[src/rtl/mips_step_controller.sv]
// Paces the single-cycle MIPS core: debounced button, single-step / divided free-run / PC breakpoint halt.
// A step decided in cycle T drives o_cpu_ce in T+1 only; the core has no backpressure path, it simply stalls while o_cpu_ce=0.
module mips_step_controller #(
  parameter int DEBOUNCE_CYCLES = 1_000_000,
  parameter int RUN_DIV         = 25_000_000,
  parameter int PC_W            = 32,
  parameter int CNT_W           = 16
) (
  input  logic             clk_50M,
  input  logic             rst_n,
  input  logic             i_button,
  input  logic             i_run,
  input  logic             i_bp_en,
  input  logic [PC_W-1:0]  i_bp_addr,
  input  logic [PC_W-1:0]  i_pc,
  output logic             o_cpu_ce,
  output logic [CNT_W-1:0] o_step_cnt,
  output logic [1:0]       o_state,
  output logic             o_btn_clean
);

  localparam int DB_W  = $clog2(DEBOUNCE_CYCLES + 1);
  localparam int DIV_W = $clog2(RUN_DIV + 1);

  localparam logic [DB_W-1:0]  DB_LAST  = DB_W'(DEBOUNCE_CYCLES - 1);
  localparam logic [DB_W-1:0]  DB_ONE   = DB_W'(1);
  localparam logic [DIV_W-1:0] DIV_LAST = DIV_W'(RUN_DIV - 1);
  localparam logic [DIV_W-1:0] DIV_ONE  = DIV_W'(1);
  localparam logic [CNT_W-1:0] CNT_MAX  = '1;
  localparam logic [CNT_W-1:0] CNT_ONE  = CNT_W'(1);

  typedef enum logic [1:0] {
    S_IDLE = 2'b00,
    S_STEP = 2'b01,
    S_RUN  = 2'b10,
    S_HALT = 2'b11
  } state_t;

  logic             btn_meta, btn_s;
  logic             run_meta, run_s;
  logic [DB_W-1:0]  db_cnt;
  logic             btn_clean, btn_clean_d;
  logic             press;
  logic [DIV_W-1:0] div_cnt;
  logic             tick;
  logic             bp_hit;
  logic             bp_skip;
  logic             cpu_ce;
  logic [CNT_W-1:0] step_cnt;
  state_t           state;

  always_ff @(posedge clk_50M or negedge rst_n) begin
    if (!rst_n) begin
      btn_meta <= 1'b0;
      btn_s    <= 1'b0;
      run_meta <= 1'b0;
      run_s    <= 1'b0;
    end else begin
      btn_meta <= i_button;
      btn_s    <= btn_meta;
      run_meta <= i_run;
      run_s    <= run_meta;
    end
  end

  // Any bounce back to the accepted level restarts the stability window.
  always_ff @(posedge clk_50M or negedge rst_n) begin
    if (!rst_n) begin
      db_cnt      <= '0;
      btn_clean   <= 1'b0;
      btn_clean_d <= 1'b0;
    end else begin
      btn_clean_d <= btn_clean;
      if (btn_s == btn_clean) begin
        db_cnt <= '0;
      end else if (db_cnt == DB_LAST) begin
        db_cnt    <= '0;
        btn_clean <= ~btn_clean;
      end else begin
        db_cnt <= db_cnt + DB_ONE;
      end
    end
  end

  assign press  = btn_clean & ~btn_clean_d;
  assign tick   = (div_cnt == DIV_LAST);
  assign bp_hit = i_bp_en && (i_pc == i_bp_addr);

  // bp_skip lets RUN leave a PC that is already parked on the breakpoint.
  always_ff @(posedge clk_50M or negedge rst_n) begin
    if (!rst_n) begin
      state    <= S_IDLE;
      div_cnt  <= '0;
      bp_skip  <= 1'b0;
      cpu_ce   <= 1'b0;
      step_cnt <= '0;
    end else begin
      cpu_ce <= 1'b0;
      if (cpu_ce && (step_cnt != CNT_MAX)) begin
        step_cnt <= step_cnt + CNT_ONE;
      end
      case (state)
        S_IDLE: begin
          if (press) begin
            if (run_s) begin
              state   <= S_RUN;
              div_cnt <= '0;
              bp_skip <= 1'b1;
            end else begin
              state <= S_STEP;
            end
          end
        end
        S_STEP: begin
          cpu_ce <= 1'b1;
          state  <= S_IDLE;
        end
        S_RUN: begin
          div_cnt <= tick ? '0 : div_cnt + DIV_ONE;
          if (press || !run_s) begin
            state <= S_IDLE;
          end else if (tick && bp_hit && !bp_skip) begin
            state <= S_HALT;
          end else if (tick) begin
            cpu_ce  <= 1'b1;
            bp_skip <= 1'b0;
          end
        end
        S_HALT: begin
          if (press) begin
            state <= S_STEP;
          end
        end
        default: state <= S_IDLE;
      endcase
    end
  end

  assign o_cpu_ce    = cpu_ce;
  assign o_step_cnt  = step_cnt;
  assign o_state     = state;
  assign o_btn_clean = btn_clean;

endmodule
[config.mk]
export PLATFORM = sky130hd
export DESIGN_NAME = mips_step_controller
export DESIGN_NICKNAME = d
export VERILOG_FILES = /design/src/rtl/mips_step_controller.sv
export SDC_FILE = /design/constraint.sdc
export NUM_CORES = 1
export LEC_CHECK = 0
export ABC_CLOCK_PERIOD_IN_PS = 2850
export CELL_PAD_IN_SITES_DETAIL_PLACEMENT = 1
export CELL_PAD_IN_SITES_GLOBAL_PLACEMENT = 1
export CORE_ASPECT_RATIO = 0.5
export CORE_MARGIN = 3
export CORE_UTILIZATION = 42
export DETAILED_ROUTE_END_ITERATION = 10
export HOLD_SLACK_MARGIN = 0.03
export PLACE_DENSITY_LB_ADDON = 0.25
export SKIP_LAST_GASP = 1
export SLEW_MARGIN = 15
export SYNTH_ARGS = -nofsm -noshare
export SYNTH_HDL_FRONTEND = slang
export SYNTH_SLANG_ARGS = --single-unit
[constraint.sdc]
create_clock -name clk_50M -period 2.85 [get_ports clk_50M]
set_input_delay 0.57 -clock clk_50M [delete_from_list [all_inputs] [get_ports clk_50M]]
set_output_delay 0.57 -clock clk_50M [all_outputs]
set_load 0.01 [all_outputs]
==> impl_metrics.env, run 1 <==
export IMPL_status="finished, final reports clean"
export IMPL_place_hpwl_um=7540
export IMPL_avgViaCountPerCell=5.19
export IMPL_skew_ns=0.00358
export IMPL_period_share=0.803
export IMPL_cts_clk_slew_worst_paths_ns=0.06
export IMPL_start_util=0.440
export IMPL_slew_headroom=0.399
export IMPL_postCtsSetupBuffers=0
export IMPL_htreeDepth=3
export IMPL_p_leak_nw=2.11
export IMPL_cts_buffer_depth=2
export IMPL_place_gp_congestion=0.761
export IMPL_setup_tns_ns=0
export IMPL_grtUsageTotal=0.201
export IMPL_syn_to_final_growth_pct=32.1
export IMPL_syn_nets=464
export IMPL_layout_min_cycle_time_ns=2.29
export IMPL_rsz0062_at_grt="false"
export IMPL_synthArstFlopShare=1.00
export IMPL_drive_gt1_frac=0.0642
export IMPL_dieArea_mm2=0.0106
export IMPL_portBuffers=88
export IMPL_die_y_um=74.3
export IMPL_antenna_found_initial=0
export IMPL_irDropWorstVdd_mv=0.292
export IMPL_nets=555
export IMPL_clkLatencyLatePin_ns=0.33
export IMPL_ioPinCount=89
export IMPL_drc=0
export IMPL_crit_path_cell_trace="inv_1 > ha_1 > nand2b_1 > a211oi_4 > nand4_4 > or3_1 > a21oi_1"
export IMPL_power_frac_clock=0.477
export IMPL_synthTopCellsByCount="71 x dfrtp_1, 53 x xnor2_1, 52 x nor2_1"
export IMPL_syn_area_per_cell_um2=10.1
export IMPL_startpoint_type="flop"
export IMPL_finalHoldViolations=0
export IMPL_grt_pass1_vias=3396
export IMPL_cts_tree="built"
export IMPL_hp_class="in2async"
export IMPL_cp_arrival_ns=2.54
export IMPL_cts_resized_gates=0
export IMPL_synth_area_leaders="dfrtp_1 45%, xnor2_1 12%, xor2_1 7.4%, nor2_1 5.0%, nand4_1 3.5%"
export IMPL_wl_per_cell_um=16.8
export IMPL_ys_warn_count=0
export IMPL_seqPwrFrac=0.436
export IMPL_row_count=24
export IMPL_cp_end_kind="flop"
export IMPL_cts_made_buffers=9
export IMPL_die_x_um=143
export IMPL_p_per_area_mw_per_mm2=452
export IMPL_crit_fanout=7
export IMPL_core_mm2=0.00889
export IMPL_crit_required_ns=3.10
export IMPL_synth_edf_count=0
export IMPL_vias=3114
export IMPL_synth_top_area_frac=0.454
export IMPL_drt_iter0_drc=106
export IMPL_utilization=0.582
export IMPL_yosysTopAreaCell="dfrtp_1"
export IMPL_worstMarginPinSlew_ns=0.901
export IMPL_yosysSeqAreaShare=0.454
export IMPL_root_buffer="clkbuf_16"
export IMPL_sw_frac_of_total=0.225
export IMPL_ys_ff_latch=71
export IMPL_r2r_slack_ns=0.56
export IMPL_critPathKind="reg2reg"
export IMPL_netlist_area_mm2=0.00392
export IMPL_yosys_cell_types_count=44
export IMPL_drv_cap=0
export IMPL_gr_total_overflow=0
export IMPL_ys_flop_type="dfrtp_1"
export IMPL_p_comb_frac=0.086
export IMPL_p_int_mw=1.81
export IMPL_p_switching_mw=0.526
export IMPL_drv_slew=0
export IMPL_grt_pass1_wl_um=16600
export IMPL_drt_antenna_violating_nets=0
export IMPL_synth_most_common_cell="dfrtp_1"
export IMPL_synthCells=387
export IMPL_diodes=0
export IMPL_clock_sinks=71
export IMPL_grt_max_degree=72
export IMPL_slowest_delay_ns=0.47
export IMPL_fmaxAchievable_ghz=0.437
export IMPL_cpMaxStageDelayCell="a211oi_4"
export IMPL_drtPass1Iterations=4
export IMPL_setup_viol=0
export IMPL_finalWirelength_um=10100
export IMPL_hold_buffers=0
-- worst paths after layout --
| check | cells after the start | startpoint | end |
|---|---|---|---|
| max in group asynchronous | 1 | rst_n | db_cnt[16] |
| min reg2reg | 0 | run_meta | run_s |
| min | 1 | rst_n | div_cnt[9] |
| max | 7 | o_state[0] | div_cnt[22] |
| max reg2reg | 7 | o_state[0] | div_cnt[22] |
| min in group clk_50M | 0 | run_meta | run_s |
-- cells by family after synthesis --
family                     synth area share
xor gates and xnor gates              0.192
and+or+nand+nor                       0.260
DFF                                   0.454
AOI/OAI and AO/OA                    0.0364
buffers and inverters                0.0233
muxes                               0.00863
adders and majority gates            0.0256
-- metal layers --
layer	global-route usage	wire, um	vias up
met5	0	0	-
met4	0.0622	161	0
met3	0.0482	177	15
met2	0.367	5350	20
met1	0.241	4370	1562
li1	-	-	1517
-- placed cells by master (no fill, tap or decap), types with 2 or more instances in the layout --
| cell | synthesis | final |
|---|---|---|
| clkdlybuf4s50_1 | 0 | 87 |
| xnor2_1 | 53 | 53 |
| a21oi_1 | 6 | 6 |
| ha_1 | 8 | 8 |
| inv_1 | 8 | 8 |
| nand4_1 | 22 | 22 |
| and3_1 | 11 | 11 |
| nand2b_1 | 3 | 3 |
| xor2_1 | 33 | 33 |
| nand3b_1 | 4 | 4 |
| nand2_1 | 25 | 25 |
| nand3_1 | 27 | 27 |
| nor2_1 | 52 | 52 |
| or3_1 | 3 | 3 |
| nor4_1 | 6 | 6 |
| mux2_2 | 3 | 3 |
| nor4b_1 | 2 | 2 |
| a22o_1 | 2 | 2 |
| dfrtp_1 | 71 | 71 |
| clkbuf_16 | 0 | 9 |
| nor3_2 | 3 | 3 |
| and4_1 | 5 | 5 |
| o21ai_0 | 3 | 3 |
| clkbuf_1 | 1 | 2 |
| clkinvlp_4 | 0 | 2 |
| nor3_1 | 11 | 11 |
-- through the flow --
step           power, mW  area, um2  setup WS, ns  cells  hold slack [ns]
2_1_floorplan       1.11       3920         0.821    387            0.274
3_3_place_gp        1.24       4880         0.316    584            0.334
3_5_place_dp        1.24       4880         0.289    584            0.337
4_1_cts             2.36       5170         0.526    600            0.350
5_1_grt             2.43       5170         0.341    600            0.358
6_report            2.34       5170         0.561    600            0.348
-- sequential cells by signal (all words and copies together), names as in the netlist --
name         flops
div_cnt         25
o_btn_clean      1
bp_skip          1
btn_clean_d      1
o_cpu_ce         1
run_s            1
btn_meta         1
o_step_cnt      16
o_state          2
run_meta         1
db_cnt          20
btn_s            1
-- layout make-up --
type / instances / area (um2)
fill: 987 / 3720
multi-input combinational: 300 / 2050
sequential: 71 / 1780
timing repair buffer: 88 / 878
clock buffer: 11 / 233
tap: 117 / 146
clock inverter: 5 / 58.8
inverter: 8 / 30.0
-- power groups by stage --
stage          registers (mW)  logic, mW  clock network (mW)
3_5_place_dp             1.04      0.204                   0
2_1_floorplan            1.04     0.0680                   0
6_report                 1.02      0.202                1.12
4_1_cts                  1.02      0.206                1.14
5_1_grt                  1.02      0.221                1.19
3_3_place_gp             1.04      0.200                   0
-- critical path: cells and delay by family, from the launching register on --
| family | cells | cell delay (ns) |
|---|---|---|
| AOI/OAI and AO/OA | 2 | 0.63 |
| buffers and inverters | 1 | 0.11 |
| adders and majority gates | 1 | 0.27 |
| and+or+nand+nor | 3 | 0.77 |
| DFF | 1 | 0.43 |
Note: power is estimated with default switching activity, not from simulation.
==> inputs of run 2 (changes only) <==
Settings changed: ABC_CLOCK_PERIOD_IN_PS 2850 to 2200, CORE_UTILIZATION 42 to 39.
Clock period 2.85 ns to 2.2 ns, I/O delays scaled along.
==> run 2 against run 1 <==
Sequential share of layout area fell by 2.1 points. Cell count rose by 8.0%. Utilization is 0.76 points lower. Via count increased by 4.8%. Highest routed layer unchanged. Largest cell class unchanged. Largest power group unchanged. Critical path depth unchanged. Critical path type is now in2reg. Combinational power grew 54%.
==> impl_metrics.env, run 2 (synthesis results as in run 1) <==
export IMPL_syn_to_final_growth_pct=40.8
export IMPL_skew_ns=0.00477
export IMPL_rsz0062_at_grt="false"
export IMPL_drv_cap=0
export IMPL_finalWirelength_um=9780
export IMPL_drc=0
export IMPL_drt_antenna_violating_nets=0
export IMPL_cts_tree="built"
export IMPL_largest_register="div_cnt"
export IMPL_layout_commonest_cell="clkdlybuf4s50_1"
export IMPL_core_mm2=0.00960
export IMPL_drt_iter0_drc=168
export IMPL_ioPinCount=89
export IMPL_fin_cells=648
export IMPL_r2r_start="div_cnt[9]"
export IMPL_p_leak_nw=2.30
export IMPL_die_y_um=76.8
export IMPL_start_util=0.408
export IMPL_cts_made_buffers=9
export IMPL_place_ws_ns=-0.380
export IMPL_p_comb_frac=0.097
export IMPL_rr_worst_depth=7
export IMPL_grt_pass1_vias=3594
export IMPL_p_int_mw=2.54
export IMPL_vias=3264
export IMPL_p_total_mw=3.22
export IMPL_die_x_um=148
export IMPL_grtUsageTotal=0.186
export IMPL_power_frac_clock=0.492
export IMPL_wl_per_cell_um=15.1
export IMPL_cp_end_kind="flop"
export IMPL_setup_viol=0
export IMPL_cts_clk_slew_worst_paths_ns=0.06
export IMPL_worstMarginPinSlew_ns=0.437
export IMPL_avgViaCountPerCell=5.04
export IMPL_diodes=0
export IMPL_crit_required_ns=2.42
export IMPL_cts_buffer_depth=2
export IMPL_utilization=0.574
export IMPL_layout_min_cycle_time_ns=2.07
export IMPL_p_switching_mw=0.683
export IMPL_htreeDepth=3
export IMPL_dpl_cell_area_mm2=0.00515
export IMPL_dp_cells=632
export IMPL_r2r_end="o_state[0]"
export IMPL_postCtsSetupBuffers=0
export IMPL_final_cell_mix="87 x clkdlybuf4s50_1, 71 x dfrtp_1, 52 x nor2_1"
export IMPL_nets=585
export IMPL_r2r_slack_ns=0.20
export IMPL_portBuffers=88
export IMPL_drv_slew=0
export IMPL_slew_headroom=0.707
export IMPL_p_per_area_mw_per_mm2=584
export IMPL_gr_total_overflow=0
export IMPL_startpoint_type="primary input"
export IMPL_drive_gt1_frac=0.133
export IMPL_status="finished, final reports clean"
export IMPL_fmaxAchievable_ghz=0.482
export IMPL_place_hpwl_um=7570
export IMPL_period_share=0.943
export IMPL_irDropWorstVdd_mv=0.324
export IMPL_grt_pass1_wl_um=17000
export IMPL_clock_sinks=71
export IMPL_hold_buffers=0
export IMPL_dieArea_mm2=0.0113
export IMPL_cp_arrival_ns=2.30
export IMPL_finalWorstSetupSlack_ns=0.126
export IMPL_largest_register_ffs=25
export IMPL_place_gp_congestion=0.841
export IMPL_hp_class="in2async"
export IMPL_holdWs_ns=0.100
export IMPL_root_buffer="clkbuf_16"
export IMPL_fin_area_mm2=0.00551
export IMPL_antenna_found_initial=0
export IMPL_setup_tns_ns=0
export IMPL_row_count=25
export IMPL_seqPwrFrac=0.411
export IMPL_fill_cells=1092
export IMPL_finalHoldViolations=0
export IMPL_grt_max_degree=72
export IMPL_drtPass1Iterations=4
export IMPL_critPathKind="in2reg"
export IMPL_crit_fanout=2
export IMPL_sw_frac_of_total=0.212
export IMPL_clkLatencyLatePin_ns=0.34
-- run 2: cell count changes in the layout (fill, tap and decap cells not counted), sizes merged --
cell and delta:
buf +30, bufinv +1, clkbuf -1, clkinv -1, inv +1
-- run 2: worst max path at each step --
stage                             end  slack [ns]  cells after the start           from
after global routing       o_state[0]        0.02                      7  i_bp_addr[18]
after floorplan           div_cnt[22]        0.17                      7     o_state[0]
after global placement     o_state[0]       -0.20                      7  i_bp_addr[17]
after CTS                  o_state[0]        0.02                      7   i_bp_addr[9]
final                      o_state[0]        0.13                      7  i_bp_addr[29]
after detailed placement   o_state[0]       -0.38                      7   i_bp_addr[9]
-- run 2: worst max-delay path, stage by stage --
cell and delay [ns]:
clkdlybuf4s50_1 0.41, xnor2_1 0.27, nand4_1 0.13, nor4_1 0.34, nand4_1 0.16, a21oi_2 0.20, mux2_2 0.34
-- run 2: cell type report --
cell class	instances	area, um2	share of cell area
multi-input cells	300	2080	0.377
clock buffers	10	239	0.0433
inverters	8	30.0	0.00545
flip-flops and latches	71	1780	0.322
clock inverters	6	92.6	0.0168
repair buffers	118	1130	0.204
well taps	135	169	0.0306
-- run 2: power by group through the flow --
stage	Combinational [mW]	Clock, mW	Sequential [mW]
2_1_floorplan	0.0881	0	1.34
3_3_place_gp	0.304	0	1.35
3_5_place_dp	0.312	0	1.35
4_1_cts	0.316	1.62	1.32
5_1_grt	0.343	1.70	1.32
6_report	0.311	1.58	1.32
-- run 2: timing repair --
| action | 4_1_cts | 5_1_grt |
|---|---|---|
| resized for setup | 2 | 3 |
| pin swaps | 0 | 0 |
| setup endpoints to repair | 1 | 1 |
-- run 2: layer usage --
metal,track usage,share of wire,vias to the layer above
met1,0.226,0.44,1599
met2,0.319,0.48,83
met5,0,0,-
li1,-,-,1571
met4,0.0483,0.013,0
met3,0.0643,0.063,11
